<file path="src/rtl/isa_pkg.sv">
// Shared RV64 opcode constants, format enum and immediate limits.
// Used by the encoder and by the core's immediate decode.
package isa_pkg;

    localparam logic [6:0] OP_R      = 7'b0110011;
    localparam logic [6:0] OP_IMM    = 7'b0010011;
    localparam logic [6:0] OP_LOAD   = 7'b0000011;
    localparam logic [6:0] OP_SYSTEM = 7'b1110011;
    localparam logic [6:0] OP_STORE  = 7'b0100011;
    localparam logic [6:0] OP_BRANCH = 7'b1100011;
    localparam logic [6:0] OP_JALR   = 7'b1100111;
    localparam logic [6:0] OP_LUI    = 7'b0110111;
    localparam logic [6:0] OP_AUIPC  = 7'b0010111;
    localparam logic [6:0] OP_JAL    = 7'b1101111;

    typedef enum logic [2:0] {
        FMT_R,
        FMT_I,
        FMT_S,
        FMT_B,
        FMT_U,
        FMT_J,
        FMT_BAD
    } fmt_e;

    localparam logic signed [63:0] IMM_I_MIN = -64'sd2048;
    localparam logic signed [63:0] IMM_I_MAX = 64'sd2047;
    localparam logic signed [63:0] IMM_B_MIN = -64'sd4096;
    localparam logic signed [63:0] IMM_B_MAX = 64'sd4094;
    localparam logic signed [63:0] IMM_J_MIN = -64'sd1048576;
    localparam logic signed [63:0] IMM_J_MAX = 64'sd1048574;

    typedef struct packed {
        logic [31:0] insn;
        logic [63:0] addr;
        logic        err;
    } buf_entry_t;

    function automatic fmt_e fmt_of(input logic [6:0] op);
        fmt_e f;
        case (op)
            OP_R:                         f = FMT_R;
            OP_IMM, OP_LOAD, OP_SYSTEM:   f = FMT_I;
            OP_STORE:                     f = FMT_S;
            OP_BRANCH, OP_JALR:           f = FMT_B;
            OP_LUI, OP_AUIPC:             f = FMT_U;
            OP_JAL:                       f = FMT_J;
            default:                      f = FMT_BAD;
        endcase
        return f;
    endfunction

    // Inverse of the encoder placement; JALR decodes as B here.
    function automatic logic [63:0] imm_decode(input logic [31:0] w);
        logic [63:0] v;
        case (fmt_of(w[6:0]))
            FMT_I:   v = {{52{w[31]}}, w[31:20]};
            FMT_S:   v = {{52{w[31]}}, w[31:25], w[11:7]};
            FMT_B:   v = {{51{w[31]}}, w[31], w[7], w[30:25],
                          w[11:8], 1'b0};
            FMT_U:   v = {{32{w[31]}}, w[31:12], 12'b0};
            FMT_J:   v = {{43{w[31]}}, w[31], w[19:12], w[20],
                          w[30:21], 1'b0};
            default: v = 64'b0;
        endcase
        return v;
    endfunction

endpackage

</file>
<file path="src/rtl/imm_packer.sv">
// Classifies the opcode, places immediate bits into their word
// positions and flags immediates the format cannot represent.
module imm_packer
    import isa_pkg::*;
(
    input  logic [6:0]  opcode_i,
    input  logic [63:0] imm_i,
    output fmt_e        fmt_o,
    output logic [31:0] imm_bits_o,
    output logic        err_o
);

    logic signed [63:0] simm;
    logic               hi_sext;

    assign simm    = imm_i;
    assign hi_sext = (&imm_i[63:31]) | ~(|imm_i[63:31]);

    always_comb begin
        fmt_o      = fmt_of(opcode_i);
        imm_bits_o = 32'b0;
        err_o      = 1'b0;
        unique case (fmt_o)
            FMT_I: begin
                imm_bits_o[31:20] = imm_i[11:0];
                err_o = (simm < IMM_I_MIN) || (simm > IMM_I_MAX);
            end
            FMT_S: begin
                imm_bits_o[31:25] = imm_i[11:5];
                imm_bits_o[11:7]  = imm_i[4:0];
                err_o = (simm < IMM_I_MIN) || (simm > IMM_I_MAX);
            end
            FMT_B: begin
                imm_bits_o[31]    = imm_i[12];
                imm_bits_o[30:25] = imm_i[10:5];
                imm_bits_o[11:8]  = imm_i[4:1];
                imm_bits_o[7]     = imm_i[11];
                err_o = (simm < IMM_B_MIN) || (simm > IMM_B_MAX)
                      || imm_i[0];
            end
            FMT_U: begin
                imm_bits_o[31:12] = imm_i[31:12];
                err_o = (|imm_i[11:0]) || !hi_sext;
            end
            FMT_J: begin
                imm_bits_o[31]    = imm_i[20];
                imm_bits_o[30:21] = imm_i[10:1];
                imm_bits_o[20]    = imm_i[11];
                imm_bits_o[19:12] = imm_i[19:12];
                err_o = (simm < IMM_J_MIN) || (simm > IMM_J_MAX)
                      || imm_i[0];
            end
            FMT_BAD: begin
                err_o = 1'b1;
            end
            default: begin
                err_o = 1'b0;
            end
        endcase
    end

endmodule

</file>
<file path="src/rtl/instruction_encoder.sv">
// Packs decoded fields into RV64 words and streams them with
// sequential byte addresses through a 2-entry output buffer.
module instruction_encoder
    import isa_pkg::*;
#(
    parameter logic [63:0] BASE_ADDR = 64'h0,
    parameter int          ERR_CNT_W = 16
) (
    input  logic                 clk,
    input  logic                 reset,
    input  logic                 in_valid,
    output logic                 in_ready,
    input  logic [6:0]           opcode,
    input  logic [4:0]           rd,
    input  logic [4:0]           rs1,
    input  logic [4:0]           rs2,
    input  logic [2:0]           funct3,
    input  logic [6:0]           funct7,
    input  logic [63:0]          imm,
    output logic                 out_valid,
    input  logic                 out_ready,
    output logic [31:0]          instruction,
    output logic [63:0]          addr,
    output logic                 err,
    output logic [ERR_CNT_W-1:0] err_count
);

    fmt_e        fmt;
    logic [31:0] imm_bits;
    logic        imm_err;
    logic [31:0] fields;
    buf_entry_t  entry;

    buf_entry_t           mem_q [2];
    logic                 head_q, head_d;
    logic                 tail_q, tail_d;
    logic [1:0]           cnt_q, cnt_d;
    logic [63:0]          addr_ctr_q, addr_ctr_d;
    logic [ERR_CNT_W-1:0] err_cnt_q, err_cnt_d;
    logic                 push, pop;

    imm_packer u_packer (
        .opcode_i   (opcode),
        .imm_i      (imm),
        .fmt_o      (fmt),
        .imm_bits_o (imm_bits),
        .err_o      (imm_err)
    );

    // Non-immediate fields; unknown opcodes fall back to R layout.
    always_comb begin
        fields = {funct7, rs2, rs1, funct3, rd, opcode};
        unique case (fmt)
            FMT_I: fields = {12'b0, rs1, funct3, rd, opcode};
            FMT_S,
            FMT_B: fields = {7'b0, rs2, rs1, funct3, 5'b0, opcode};
            FMT_U,
            FMT_J: fields = {20'b0, rd, opcode};
            default: fields = {funct7, rs2, rs1, funct3, rd, opcode};
        endcase
    end

    assign entry.insn = fields | imm_bits;
    assign entry.addr = addr_ctr_q;
    assign entry.err  = imm_err;

    assign in_ready  = (cnt_q != 2'd2);
    assign out_valid = (cnt_q != 2'd0);
    assign push      = in_valid & in_ready;
    assign pop       = out_valid & out_ready;

    always_comb begin
        head_d     = head_q;
        tail_d     = tail_q;
        cnt_d      = cnt_q;
        addr_ctr_d = addr_ctr_q;
        err_cnt_d  = err_cnt_q;
        if (push) begin
            tail_d     = ~tail_q;
            addr_ctr_d = addr_ctr_q + 64'd4;
            if (imm_err && !(&err_cnt_q)) begin
                err_cnt_d = err_cnt_q + 1'b1;
            end
        end
        if (pop) begin
            head_d = ~head_q;
        end
        case ({push, pop})
            2'b10:   cnt_d = cnt_q + 2'd1;
            2'b01:   cnt_d = cnt_q - 2'd1;
            default: cnt_d = cnt_q;
        endcase
    end

    always_ff @(posedge clk) begin
        if (reset) begin
            head_q     <= 1'b0;
            tail_q     <= 1'b0;
            cnt_q      <= 2'd0;
            addr_ctr_q <= BASE_ADDR;
            err_cnt_q  <= '0;
            mem_q[0]   <= '0;
            mem_q[1]   <= '0;
        end else begin
            head_q     <= head_d;
            tail_q     <= tail_d;
            cnt_q      <= cnt_d;
            addr_ctr_q <= addr_ctr_d;
            err_cnt_q  <= err_cnt_d;
            if (push) begin
                mem_q[tail_q] <= entry;
            end
        end
    end

    assign instruction = mem_q[head_q].insn;
    assign addr        = mem_q[head_q].addr;
    assign err         = mem_q[head_q].err;
    assign err_count   = err_cnt_q;

endmodule

</file>
<file path="config.mk">
export PLATFORM = sky130hd
export DESIGN_NAME = instruction_encoder
export DESIGN_NICKNAME = d
export VERILOG_FILES = /design/src/rtl/isa_pkg.sv /design/src/rtl/imm_packer.sv /design/src/rtl/instruction_encoder.sv
export SDC_FILE = /design/constraint.sdc
export NUM_CORES = 1
export LEC_CHECK = 0
export BUFFER_PORTS_ARGS = -buffer_cell sky130_fd_sc_hd__buf_2
export CORE_ASPECT_RATIO = 0.75
export CORE_UTILIZATION = 40
export DETAILED_ROUTE_END_ITERATION = 10
export HOLD_SLACK_MARGIN = 0.06
export PLACE_DENSITY_LB_ADDON = 0.2
export SLEW_MARGIN = 20
export SYNTH_ARGS = -nofsm -noshare
export SYNTH_HDL_FRONTEND = slang
export SYNTH_SLANG_ARGS = --single-unit
</file>
<file path="constraint.sdc">
create_clock -name clk -period 12.3 [get_ports clk]
set_input_delay 1.845 -clock clk [delete_from_list [all_inputs] [get_ports clk]]
set_output_delay 1.845 -clock clk [all_outputs]
set_load 0.02 [all_outputs]
</file>
======== Yosys cells after proc, flatten, opt, wreduce, memory -nomap -nowiden ========
Memory sizes are Yosys's and may differ from the RTL's. A register that Yosys moved wholly into a read port is not among the register bits.
Index checks and enable logic that the tools add are counted.
Widths: inputs -> output; s select.
operators by class
  bitwise operators ....................... 7
  order comparisons ....................... 6
  reduce and logical (&&, ||, !) cells .... 23
  mux-type cells .......................... 18
  $add $sub $neg .......................... 4
  eq/ne operators ......................... 19
operators with widths
  operator               number
  $mux 97                1
  $reduce_or 97->1       1
  $pmux 32 s3            1
  $add 64x3->64 const B  1
  $gt 64x12->1 const B   1
  $gt 64x13->1 const B   1
  $gt 64x21->1 const B   1
  $lt 64x12->1 const B   1
  $lt 64x13->1 const B   1
  $lt 64x21->1 const B   1
  $reduce_and 33->1      1
  $reduce_or 33->1       1
  $or 32x32->32          1
  $eq 7x7->1 const B     4
  $pmux 7 s4             1
  $eq 7x6->1 const B     3
  $pmux 3 s6             1
  $add 16x1->16 const B  1
  $reduce_and 16->1      1
  $pmux 5 s3             1
  $eq 7x5->1 const B     2
  $reduce_or 12->1       1
  $pmux 5 s2             1
  $reduce_or 2->1        5
  22 further kinds       43
storage, ports and cells
  memories ................................ 1
  register bits after elaboration ......... 84
  output and inout bits ................... 115
  RAM bits ................................ 194
  logic and storage cells ................. 83
memories
  name   depth  width  read ports  clocked after memory_dff  write ports  RTL line                   RTL
  mem_q  2      97     1           1                         2            instruction_encoder.sv:34  buf_entry_t mem_q [2];

======== Longest topological paths before layout ========
  word-level depth ........................ 8
  mapped depth ............................ 14

======== Modules after synthesis ========
A second synthesis with hierarchy kept.
unflattened totals
  cell total of the unflattened synthesis .. 1179
  area total of the unflattened synthesis .. 12946.2 sq um
by module, submodules not included
  module               cells an instance  instances  area each (sq um)
  instruction_encoder  1039               1          12080.3
  imm_packer           140                1          865.8

======== Least setup slack after synthesis ========
Ideal clock, no wire load.
  path kind ............................... input to register
  start point ............................. in in_valid
  end point ............................... mem mem_q[0][0] (netlist name), enable pin
  stages on the path ...................... 4
  data required time ...................... 11732 ps
  slack ................................... 5143 ps
  setup time .............................. 568 ps
  arrival ................................. 6589 ps
  cell sequence ........................... and2_1 -> buf_4 -> inv_1 -> o21bai_1
RTL lines
  item             RTL line                   RTL
  start, declared  instruction_encoder.sv:11  input logic in_valid,
  end, declared    instruction_encoder.sv:34

======== Worst setup path after layout ========
  start point ............................. in opcode[5]
  end point ............................... reg err_cnt_q[9], in the netlist err_count[9]
on the way
  word-level cells in the longest chain between the ends .. 8
  elaborated cells on any way between the ends .. 24
  those cells by class .................... eq/ne: 16; mux: 2; reduce/logical: 6
ends and longest elaborated chain
  item                                                RTL line                    RTL
  start, declared                                     instruction_encoder.sv:13   input logic [6:0] opcode,
  $eq 7x5->1 (tied with other cells)                  isa_pkg.sv:41               case (op)
  $reduce_or 3->1 or $reduce_or 2->1 (tied branches)  isa_pkg.sv:41
  $pmux 3 s6 (*)                                      isa_pkg.sv:41
  $eq 3x1->1 or $eq 3x2->1 (tied branches)            imm_packer.sv:23            unique case (fmt_o)
  $reduce_or 2->1 (no line)                           -
  $pmux 1 s5 (*)                                      imm_packer.sv:23
  $logic_and 1x1->1 (*)                               instruction_encoder.sv:81   if (imm_err && !(&err_cnt_q)) begin
  $reduce_and 2->1 (no line) (*)                      -
  end signal, assigned                                instruction_encoder.sv:109  err_cnt_q <= err_cnt_d;
  end, declared                                       instruction_encoder.sv:39   logic [ERR_CNT_W-1:0] err_cnt_q, err_cnt_d;
Every way passes the cells marked *; elsewhere a longest branch is shown, timed or not.
A chain may end at the register's enable or synchronous reset.

==> impl_metrics.env <==
export IMPL_status="complete, but fails checks"
export IMPL_violations="design-rule violations"
export IMPL_post_drt_wl_per_cell_um=18.1
export IMPL_finalPower_w=0.00254
export IMPL_finalWirelength_um=31300
export IMPL_setup_violations=0
export IMPL_design_die_area_um2=32500
export IMPL_ctsHoldBuffers=0
export IMPL_layout_common_cells="buf_2, edfxtp_1, and2_1"
export IMPL_vias=9088
export IMPL_max_slew_margin_pct=32.5
export IMPL_drc=1
export IMPL_clock_path_buffers=3
export IMPL_rows=56
export IMPL_grt_max_degree=90
export IMPL_initial_core_util_pct=40.7
export IMPL_setup_slack_ns=7.40
export IMPL_rsz0062_at_grt="false"
export IMPL_post_route_period_util_pct=39.8
export IMPL_synth_seq_cells=273
export IMPL_async_reset_ff_share_pct=0
export IMPL_min_period_ns=4.90
export IMPL_hold_class="flop to flop"
export IMPL_clock_latency_ns=0.53
export IMPL_avgViaCountPerCell=5.25
export IMPL_clkTransAtPathRegs_ns=0.06
export IMPL_multi_input_area_um2=5080
export IMPL_numPortBuffers=212
export IMPL_area_growth_pct=18.2
export IMPL_hold_viol=0
export IMPL_ios=215
export IMPL_final_common_cell="buf_2"
export IMPL_p_leak_nw=5.83
export IMPL_core_area_um2=31300
export IMPL_cp_max_fo=30
export IMPL_grt_pass1_wl_um=48900
export IMPL_synth_area_top_cells="edfxtp_1, dfxtp_1, mux2_2, and2_1, nor2_1"
export IMPL_final_cell_area_um2=15000
export IMPL_slew_violations=0
export IMPL_overflow=0
export IMPL_dp_worst_setup_slack_ns=6.94
export IMPL_fp_dieW_um=208
export IMPL_drive_above_1_share_pct=28.5
export IMPL_ant_nets=0
export IMPL_cts_setup_buffers=0
export IMPL_skew_ns=0.00808
export IMPL_grt_pass1_vias=8701
export IMPL_antenna_found_initial=1
export IMPL_synth_edf_count=190
export IMPL_nNetsFinal=1408
export IMPL_syn_area_per_cell_um2=11.5
export IMPL_worst_pin_slew_ns=1.01
export IMPL_cts_buffers=29
export IMPL_yosysSeqAreaShare_pct=57.9
export IMPL_die_y_um=156
export IMPL_setup_tns_ns=0
export IMPL_grt_usage_pct=19.1
export IMPL_crit_arrival_ns=5.35
export IMPL_regArea_um2=7370
export IMPL_yosys_warnings=0
export IMPL_cts_root_buf="clkbuf_16"
export IMPL_synth_flop_cell="edfxtp_1"
export IMPL_peakVddDrop_mv=0.0885
export IMPL_cap_violations=0
export IMPL_powerDensity_nw_per_um2=169
export IMPL_synth_cell_types=63
export IMPL_min_path_cells=2
export IMPL_cts_resized_gates=0
export IMPL_timing_fmax_mhz=204
export IMPL_yosys_area_top_type_share_pct=44.9
export IMPL_place_gp_congestion=0.898
export IMPL_synth_top_cell_by_area="edfxtp_1"
export IMPL_firstDrtPassIters=10
export IMPL_drtIter0Drc=584
export IMPL_start_kind="input pin"
export IMPL_syn_area_um2=12700
export IMPL_cts_sinks=273
export IMPL_crit_path_end_kind="flop"
export IMPL_fillCellCount=2886
export IMPL_syn_inst=1106
export IMPL_tritoncts="built"
export IMPL_hpwlAfterDp_um=21000
export IMPL_htreeDepth=1
export IMPL_cp_required_ns=12.75
export IMPL_worstSetupPathType="input pin to flop"
export IMPL_postPlaceCellArea_um2=14100
export IMPL_ff2ff_path_depth=5
-- registers in the layout (all words and copies together) (netlist names), named ones only --
signal      flops
cnt_q           2
tail_q          1
err_count      16
head_q          1
mem_q         190
addr_ctr_q     62
-- per-layer routing --
metal | GRT usage (%) | vias to the layer above | part of all wire (%)
met3 | 2.71 | 39 | 4.4
met5 | 0 | - | 0
li1 | - | 4381 | -
met2 | 30.0 | 223 | 45
met4 | 4.83 | 0 | 2.2
met1 | 27.7 | 4445 | 49
-- layout make-up --
type                       count  share of cell area [%]
sequential                   273                    49.0
multi-input combinational    765                    33.8
timing repair buffer         224                    7.66
clock buffer                  42                    5.49
tap                          406                    3.38
clock inverter                11                   0.375
inverter                       9                   0.225
antenna                        1                  0.0167
-- report_power, final --
group	switching (W)	internal, W	total [W]
sequential	0.0000492	0.00108	0.00113
clock	0.000345	0.000464	0.000810
combinational	0.000368	0.000225	0.000593
total	0.000763	0.00177	0.00254
-- kinds of logic after synthesis --
kind of cell / after synthesis / share of synthesized area (%)
AND/OR/NAND/NOR: 491 / 21.0
AO/OA/AOI/OAI: 115 / 5.84
XOR/XNOR: 55 / 3.79
multiplexers: 96 / 8.49
adder cells (fa/ha/maj): 6 / 0.590
flip-flops: 273 / 57.9
buffers and inverters: 69 / 2.35
other: 1 / 0.0295
-- worst max-delay path, cell delays in order --
cell	delay, ns
buf_2	0.19
nand4b_1	0.18
or3_1	0.49
ha_1	0.29
nor4_2	0.59
a21o_1	0.22
a21boi_2	0.15
a22oi_1	0.13
a31o_1	0.57
or4_1	0.53
a21oi_1	0.14
-- final timing paths --
path | from | to | slack [ns]
worst max-delay path | opcode[5] | err_count[9] | 7.40
worst max register to register | cnt_q[0] | mem_q[1][21] | 9.28
worst min register to register | addr_ctr_q[53] | addr_ctr_q[53] | 0.50
worst min-delay path | addr_ctr_q[53] | addr_ctr_q[53] | 0.50
-- stage by stage --
step                      std cells  utilization, %  hold WS, ns
after floorplan                1107               -        0.459
after global placement         1677            45.3        0.470
after detailed placement       1677            45.3        0.481
after CTS                      1730            48.1        0.491
after global routing           1731            48.1        0.534
final                          1731            48.1        0.495
-- cells in the mapped netlist, drive strengths merged, types with 16 or more instances --
cell and number:
edfxtp 190, and2 152, nor2 118, mux2 95, dfxtp 83, nand2 46
clkbuf 44, xor2 40, nand3 38, a21oi 35, o21ai 35, nand4 33
or3 27, a22oi 20, and3 18, nor4 18, buf 16
Power figures use the tool's default switching activity.
